--- config.mk ---
export PLATFORM = sky130hd
export DESIGN_NAME = demux_stream_ctrl
export DESIGN_NICKNAME = d
export VERILOG_FILES = /design/src/rtl/demux_stream_pkg.sv /design/src/rtl/demux_frame_counters.sv /design/src/rtl/demux_stream_ctrl.sv
export SDC_FILE = /design/constraint.sdc
export NUM_CORES = 1
export LEC_CHECK = 0
export ABC_AREA = 1
export BUFFER_PORTS_ARGS = -buffer_cell sky130_fd_sc_hd__buf_2
export CORE_MARGIN = 8
export CORE_UTILIZATION = 55
export CTS_CLUSTER_DIAMETER = 40
export DETAILED_ROUTE_END_ITERATION = 16
export GPL_TIMING_DRIVEN = 0
export PLACE_DENSITY = 0.72
export SLEW_MARGIN = 20
export SYNTH_ARGS = -nofsm -noshare
export SYNTH_HDL_FRONTEND = slang
export SYNTH_SLANG_ARGS = --single-unit
--- constraint.sdc ---
create_clock -name clk -period 6.21 [get_ports clk]
set_input_delay 1.242 -clock clk [delete_from_list [all_inputs] [get_ports clk]]
set_output_delay 1.242 -clock clk [all_outputs]
set_load 0.01 [all_outputs]
--- src/rtl/demux_stream_pkg.sv ---
// Shared types and constants for the framed-stream demux feeder.
package demux_stream_pkg;

  localparam int unsigned ADDR_BITS = 2;
  localparam int unsigned NUM_CH    = 4;

  typedef enum logic [2:0] {
    IDLE,
    ADDR,
    DATA,
    PAR,
    DONE
  } state_e;

endpackage

--- src/rtl/demux_frame_counters.sv ---
// Per-channel saturating good-frame counters with a combinational read port.
module demux_frame_counters
  import demux_stream_pkg::*;
#(
  parameter int unsigned CNT_W = 8
) (
  input  logic                 clk,
  input  logic                 reset,
  input  logic                 inc,
  input  logic [ADDR_BITS-1:0] inc_sel,
  input  logic [ADDR_BITS-1:0] cnt_rd_sel,
  output logic [CNT_W-1:0]     cnt_rd_data
);

  logic [CNT_W-1:0] cnt_q [NUM_CH];

  always_ff @(posedge clk) begin
    if (reset) begin
      for (int i = 0; i < int'(NUM_CH); i++) begin
        cnt_q[i] <= '0;
      end
    end else if (inc && (cnt_q[inc_sel] != '1)) begin
      cnt_q[inc_sel] <= cnt_q[inc_sel] + CNT_W'(1);
    end
  end

  // Read sees the pre-increment value during the incrementing cycle.
  assign cnt_rd_data = cnt_q[cnt_rd_sel];

endmodule

--- src/rtl/demux_stream_ctrl.sv ---
// Framed serial stream decoder feeding a 1:4 demux: address decode, even parity,
// stall timeout and per-channel good-frame counting.
module demux_stream_ctrl
  import demux_stream_pkg::*;
#(
  parameter int unsigned DATA_LEN = 8,
  parameter int unsigned CNT_W    = 8,
  parameter int unsigned TIMEOUT  = 16
) (
  input  logic                 clk,
  input  logic                 reset,
  input  logic                 in_bit,
  input  logic                 in_valid,
  output logic                 in_ready,
  output logic                 demux_in,
  output logic [ADDR_BITS-1:0] select,
  output logic                 bit_valid,
  output logic                 frame_done,
  output logic                 parity_err,
  output logic                 frame_abort,
  input  logic [ADDR_BITS-1:0] cnt_rd_sel,
  output logic [CNT_W-1:0]     cnt_rd_data
);

  localparam int unsigned BCNT_W  = $clog2(DATA_LEN + 1);
  localparam int unsigned STALL_W = $clog2(TIMEOUT + 1);
  localparam int unsigned ACNT_W  = $clog2(ADDR_BITS);

  localparam logic [BCNT_W-1:0]  LAST_BIT   = BCNT_W'(DATA_LEN - 1);
  localparam logic [STALL_W-1:0] STALL_LAST = STALL_W'(TIMEOUT - 1);
  localparam logic [ACNT_W-1:0]  LAST_ADDR  = ACNT_W'(ADDR_BITS - 1);

  state_e                 state_q, state_d;
  logic [ADDR_BITS-1:0]   addr_q, addr_d;
  logic [ACNT_W-1:0]      acnt_q, acnt_d;
  logic [BCNT_W-1:0]      bcnt_q, bcnt_d;
  logic [STALL_W-1:0]     stall_q, stall_d;
  logic                   par_q, par_d;
  logic [ADDR_BITS-1:0]   select_q, select_d;
  logic                   demux_q, demux_d;
  logic                   bit_valid_q, bit_valid_d;
  logic                   done_q, done_d;
  logic                   perr_q, perr_d;
  logic                   abort_q, abort_d;
  logic                   accept;
  logic                   inc_c;

  // Ready is a decode of the state register, forced low while reset is held.
  assign in_ready = ~reset & (state_q != DONE);
  assign accept   = in_valid & in_ready;

  always_ff @(posedge clk) begin
    if (reset) begin
      state_q     <= IDLE;
      addr_q      <= '0;
      acnt_q      <= '0;
      bcnt_q      <= '0;
      stall_q     <= '0;
      par_q       <= 1'b0;
      select_q    <= '0;
      demux_q     <= 1'b0;
      bit_valid_q <= 1'b0;
      done_q      <= 1'b0;
      perr_q      <= 1'b0;
      abort_q     <= 1'b0;
    end else begin
      state_q     <= state_d;
      addr_q      <= addr_d;
      acnt_q      <= acnt_d;
      bcnt_q      <= bcnt_d;
      stall_q     <= stall_d;
      par_q       <= par_d;
      select_q    <= select_d;
      demux_q     <= demux_d;
      bit_valid_q <= bit_valid_d;
      done_q      <= done_d;
      perr_q      <= perr_d;
      abort_q     <= abort_d;
    end
  end

  always_comb begin
    state_d     = state_q;
    addr_d      = addr_q;
    acnt_d      = acnt_q;
    bcnt_d      = bcnt_q;
    stall_d     = stall_q;
    par_d       = par_q;
    select_d    = select_q;
    demux_d     = 1'b0;
    bit_valid_d = 1'b0;
    done_d      = 1'b0;
    perr_d      = 1'b0;
    abort_d     = 1'b0;
    inc_c       = 1'b0;

    unique case (state_q)
      IDLE: begin
        if (accept && in_bit) begin
          state_d = ADDR;
          acnt_d  = '0;
        end
      end
      ADDR: begin
        if (accept) begin
          addr_d = {addr_q[ADDR_BITS-2:0], in_bit};
          acnt_d = acnt_q + ACNT_W'(1);
          if (acnt_q == LAST_ADDR) begin
            select_d = {addr_q[ADDR_BITS-2:0], in_bit};
            bcnt_d   = '0;
            par_d    = 1'b0;
            state_d  = DATA;
          end
        end
      end
      DATA: begin
        if (accept) begin
          par_d       = par_q ^ in_bit;
          demux_d     = in_bit;
          bit_valid_d = 1'b1;
          if (bcnt_q == LAST_BIT) begin
            state_d = PAR;
          end else begin
            bcnt_d = bcnt_q + BCNT_W'(1);
          end
        end
      end
      PAR: begin
        if (accept) begin
          done_d  = 1'b1;
          perr_d  = par_q ^ in_bit;
          state_d = DONE;
        end
      end
      DONE: begin
        inc_c   = ~perr_q;
        state_d = IDLE;
      end
      default: state_d = IDLE;
    endcase

    // Stall watchdog only runs while a frame is in flight.
    if (state_q inside {ADDR, DATA, PAR}) begin
      if (accept) begin
        stall_d = '0;
      end else if (!in_valid) begin
        if (stall_q == STALL_LAST) begin
          stall_d = '0;
          abort_d = 1'b1;
          state_d = IDLE;
        end else begin
          stall_d = stall_q + STALL_W'(1);
        end
      end
    end else begin
      stall_d = '0;
    end
  end

  assign demux_in    = demux_q;
  assign bit_valid   = bit_valid_q;
  assign select      = select_q;
  assign frame_done  = done_q;
  assign parity_err  = perr_q;
  assign frame_abort = abort_q;

  demux_frame_counters #(
    .CNT_W(CNT_W)
  ) u_counters (
    .clk         (clk),
    .reset       (reset),
    .inc         (inc_c),
    .inc_sel     (select_q),
    .cnt_rd_sel  (cnt_rd_sel),
    .cnt_rd_data (cnt_rd_data)
  );

endmodule
======== Yosys cells after proc, flatten, opt, wreduce, memory -nomap -nowiden ========
Memories as Yosys holds them, arrays and structs flattened. A register that Yosys moved wholly into a read port is not among the register bits.
Index checks and enable logic that the tools add are counted.
operators by class
  $add $sub $neg .......................... 4
  $mul .................................... 0
  div/mod/pow operators ................... 0
  magnitude comparators ................... 0
  eq/ne operators ......................... 13
  shifts and indexed selects .............. 0
  mux-type cells .......................... 37
  bitwise gates (word level) .............. 9
  reduce and logical (&&, ||, !) cells .... 18
operators with widths
  cell                                                             number
  3-bit two-way mux                                                10
  4-bit two-way mux                                                4
  1-bit two-way mux                                                14
  3-bit one-hot mux with 4 select lines                            1
  2-bit != test, second input constant                             5
  3-bit OR reduction                                               3
  8-bit by 1-bit adder with 8-bit output, second input constant    1
  8-bit two-way mux                                                1
  8-bit != test, second input constant                             1
  4-bit one-hot mux with 2 select lines                            1
  8-bit OR reduction                                               1
  3-bit by 2-bit == test with 1-bit output, second input constant  2
  2-bit two-way mux                                                3
  1-bit NOT                                                        6
  3-bit AND reduction                                              2
  5-bit by 1-bit adder with 5-bit output, second input constant    1
  5-bit by 4-bit == test with 1-bit output, second input constant  1
  5-bit two-way mux                                                1
  5-bit AND reduction                                              1
  4-bit by 1-bit adder with 4-bit output, second input constant    1
  4-bit by 3-bit == test with 1-bit output, second input constant  1
  1-bit one-hot mux with 2 select lines                            2
  4-bit AND reduction                                              1
  2-bit nonzero test                                               2
  other kinds (12)                                                 15
word-level totals
  bits in registers ....................... 22
  latch bits .............................. 0
  memory bits (writable) .................. 32
  bits in read-only memories .............. 0
  input bits .............................. 6
  output and inout port bits .............. 16
  word-level logic and storage cells ...... 94
  memories ................................ 1
memories
  name              words  width  read ports  clocked after Yosys merged registers in  write ports  line                        text
  u_counters.cnt_q  4      8      2           1                                        4            demux_frame_counters.sv:15  logic [CNT_W-1:0] cnt_q [NUM_CH];

======== Longest topological paths before layout ========
  depth after elaboration ................. 10
  mapped depth ............................ 15
  gate-level depth less buffers ........... 13

======== Hierarchy ========
From an unflattened synthesis, not the netlist that was laid out.
unflattened totals
  cell total of the unflattened synthesis .. 384
  area total of the unflattened synthesis .. 3088.0 µm²
modules (own cells, without submodules)
  module                instances  cells an instance  area each (µm²)  sequential area each (µm²)
  demux_frame_counters  1          252                2037.0           960.9
  demux_stream_ctrl     1          132                1051.0           440.4

======== Worst setup path after synthesis ========
Ideal clock, no wire load.
  kind .................................... input to output
  start point ............................. in cnt_rd_sel[0]
  end point ............................... out cnt_rd_data[5]
  arrival ................................. 1.935 ns
  required time ........................... 4.968 ns
  slack ................................... 3.033 ns
  stages .................................. 4
  buffers on the path ..................... 1
  cell sequence ........................... inv_1 -> clkbuf_1 -> o21ai_0 -> o22ai_1
on the way
  longest elaborated chain between the ends .. 1
RTL lines
  what                line                     text
  start: declaration  demux_stream_ctrl.sv:21  input logic [ADDR_BITS-1:0] cnt_rd_sel,
  memory 4 x 8 bit    n/a
  end: declaration    demux_stream_ctrl.sv:22  output logic [CNT_W-1:0] cnt_rd_data
Every way passes these cells.

======== Worst setup path after layout ========
  start point ............................. in cnt_rd_sel[0]
  end point ............................... out cnt_rd_data[3]
Same word-level chain as after synthesis.

==> impl_metrics.toml <==
[status]
status = "complete, no violations"

[synthesis]
ys_warn_count = 0
yosys.area_share.adder = 0.0125
synth_top_flop_cell = "edfxtp_1"
synth.area.mux_share = 0
yosys_register_bits = 56
netlist_area_um2 = 3010
synth_cell_types = 38
syn_nets = 370
synth-compound-area-share = 0.0911
synth_top_family_by_area = "simple AND/OR/NAND/NOR gates"
yosys.area_share.simple = 0.335
ys_seq_area_frac = 0.479
synthCells = 361
synth_edf_count = 32
async_flop_share = 0
synth-xor-area-share = 0.0141
avgSynthCellArea_um2 = 8.33

[cells_and_area]
fin_util = 0.612
design_area_um2 = 3310
final_cell_mix = "79 x nand2_1, 51 x nor2_1, 32 x edfxtp_1, 27 x inv_1, 24 x dfxtp_1"
drive_gt1_frac = 0.195
area_delta_synth_final_pct = 10.1
fin_cells = 462
n_antenna_cell = 0
final_common_cell = "nand2_1"
fin_nets = 398

[timing]
max_freq_mhz = 275
hold_viol_final = 0
finalSetupViolCount = 0
tns_ps = 0
relSlewSlack = 0.447
tightest_slew_ps = 825
hold_slack_ps = 467
timing.final.max_slew_violations = 0
fin_skew_ps = 9.52
fin_ws_ps = 2580
fin_crit_sh = 0.585
rsz0062_at_grt = "no"
post-route-min-period_ps = 3630

[drt]
dr.pass1.iters = 5
drt-initial-drc-count = 167
via_per_inst = 5.45
wire_per_inst_um = 13.9
ant_nets = 0
vias = 2517
drc = 0
wirelength_um = 6440

[critical_path]
required_ps = 4970
crit_arrival_ps = 2390
start_kind = "primary input"
end_kind = "primary output"
path_buf_inv = 4
path_common_cell = "buf_2"
worstReg2RegEnd = "u_counters.cnt_q[0][7]"
cpPeakStageDelay_ps = 390
crit_slowest_cell = "clkbuf_1"
worstPathMaxFanout = 10
cp_top_family = "buffers and inverters"
reg2reg_depth = 12
rrSetupSlack_ps = 3220
critical_path_class = "primary input to primary output"
cp_cell_sequence = "buf_2 -> inv_1 -> clkbuf_1 -> nor2_1 -> o22ai_1 -> buf_2"

[power_and_ir_drop]
intPower_mw = 0.535
leakage_nw = 1.36
p_seq_frac = 0.589
finalPower_mw = 0.686
combPwrFrac = 0.077
power_switching_mw = 0.151
ir_drop_mv = 0.156
pwr_density_cell_nw_per_um2 = 207
power_frac_clock = 0.334
switching_share = 0.220

[grt]
grt_pass1_vias = 2420
grt_start_max_net_pins = 17
overflow = 0
grtUsageTotal = 0.162
antenna_found_initial = 0
grt_pass1_wl_um = 10900

[clock_tree]
cts_max_path_buffers = 2
cts-hold-fix-buffers = 0
tritoncts = "done"
clk_latency_ps = 310
cts-root-buf = "clkbuf_8"
path_clk_slew_ps = 80
cts_resized = 0
cts.htree.levels = 2
cts_sinks = 56
post_cts_buffers = 0
cts_buffers = 5

[place]
dp_hpwl_um = 5160
dp_slack_ps = 2600
placed_cells = 454
io_buffers = 21
place_congestion = 0.838
dpl-instance-area_um2 = 3200

[worst_hold_path]
hp-start = "stall_q[0]"
whs_endpoint = "stall_q[0]"
holdPathStages = 1
hold_path.class = "flop to flop"

[floorplan]
num_rows = 27
coreArea_um2 = 5410
dieWidth_um = 89.9
ios = 22
initial_core_util = 0.556
die_y_um = 89.9
dieArea_um2 = 8090

[job]
drv_cap = 0
Yosys cell counts, types with 3 or more instances:
| cell type | n | share of area |
|---|---|---|
| nor2_1 | 51 | 0.064 |
| o22ai_1 | 7 | 0.015 |
| o21ai_0 | 26 | 0.043 |
| dfxtp_1 | 24 | 0.16 |
| a21oi_1 | 10 | 0.017 |
| nor3_2 | 11 | 0.037 |
| inv_1 | 27 | 0.034 |
| nand3_2 | 3 | 0.010 |
| ha_1 | 3 | 0.012 |
| edfxtp_1 | 32 | 0.32 |
| nor3_1 | 13 | 0.022 |
| nand3_1 | 23 | 0.038 |
| inv_2 | 3 | 0.0037 |
| nand4_1 | 3 | 0.0062 |
| clkbuf_1 | 3 | 0.0037 |
| buf_6 | 3 | 0.011 |
| nand2_1 | 79 | 0.099 |
| nand2_2 | 16 | 0.033 |
power by group through the flow:
stage / sequential [mW] / combinational, mW / clock (mW)
after floorplan: 0.410 / 0.0351 / 0
after global placement: 0.412 / 0.0514 / 0
after detailed placement: 0.413 / 0.0526 / 0
after CTS: 0.404 / 0.0527 / 0.235
after global routing: 0.405 / 0.0591 / 0.246
final: 0.404 / 0.0528 / 0.229
worst max-delay path by stage:
stage	startpoint	end	slack (ps)	depth (start not counted)
floorplan	cnt_rd_sel[0]	cnt_rd_data[5]	3030	4
finish	cnt_rd_sel[0]	cnt_rd_data[3]	2580	6
global route	cnt_rd_sel[0]	cnt_rd_data[3]	2470	6
detailed placement	cnt_rd_sel[0]	cnt_rd_data[4]	2600	6
global placement	cnt_rd_sel[0]	cnt_rd_data[7]	2610	6
CTS	cnt_rd_sel[0]	cnt_rd_data[4]	2600	6
metal layers:
metal | track usage | vias to the layer above | wire [um] | share of wire
met3 | 0.0407 | 11 | 353 | 0.055
met5 | 0 | - | 0 | 0
li1 | - | 1260 | - | -
met2 | 0.293 | 71 | 3210 | 0.50
met4 | 0.0652 | 0 | 135 | 0.021
met1 | 0.177 | 1175 | 2740 | 0.43
sequential cells by signal, summed over array words and instances (netlist names), 2 cells and up, named ones only:
name              count
bcnt_q                4
state_q               3
select                2
u_counters.cnt_q     32
stall_q               5
area by class of cell:
type	instances	area (um2)
clock buffers	6	72.6
well taps	72	90.1
plain buffers	9	77.6
repair buffers	21	105
clock inverters	2	35.0
inverters	32	125
multi-input cells	264	1360
flip-flops and latches	56	1440
fillers	456	2100
cells by family after synthesis:
kind of cell	count (synthesis)
buffers and inverters	41
AND/OR/NAND/NOR	207
AO/OA/AOI/OAI	50
flip-flops	56
XOR/XNOR	4
adder cells (fa/ha/maj)	3
worst reg2reg max path, cell delays in order (launching register included):
cell	delay (ps)
dfxtp_1	450
inv_2	90
buf_2	200
a21oi_1	120
o21ai_1	80
nand2_1	120
inv_1	140
ha_1	220
nand3_1	140
nor2_1	100
nand3_2	120
nand4_4	170
o21ai_1	670
Note: power is estimated with default switching activity, not from simulation.
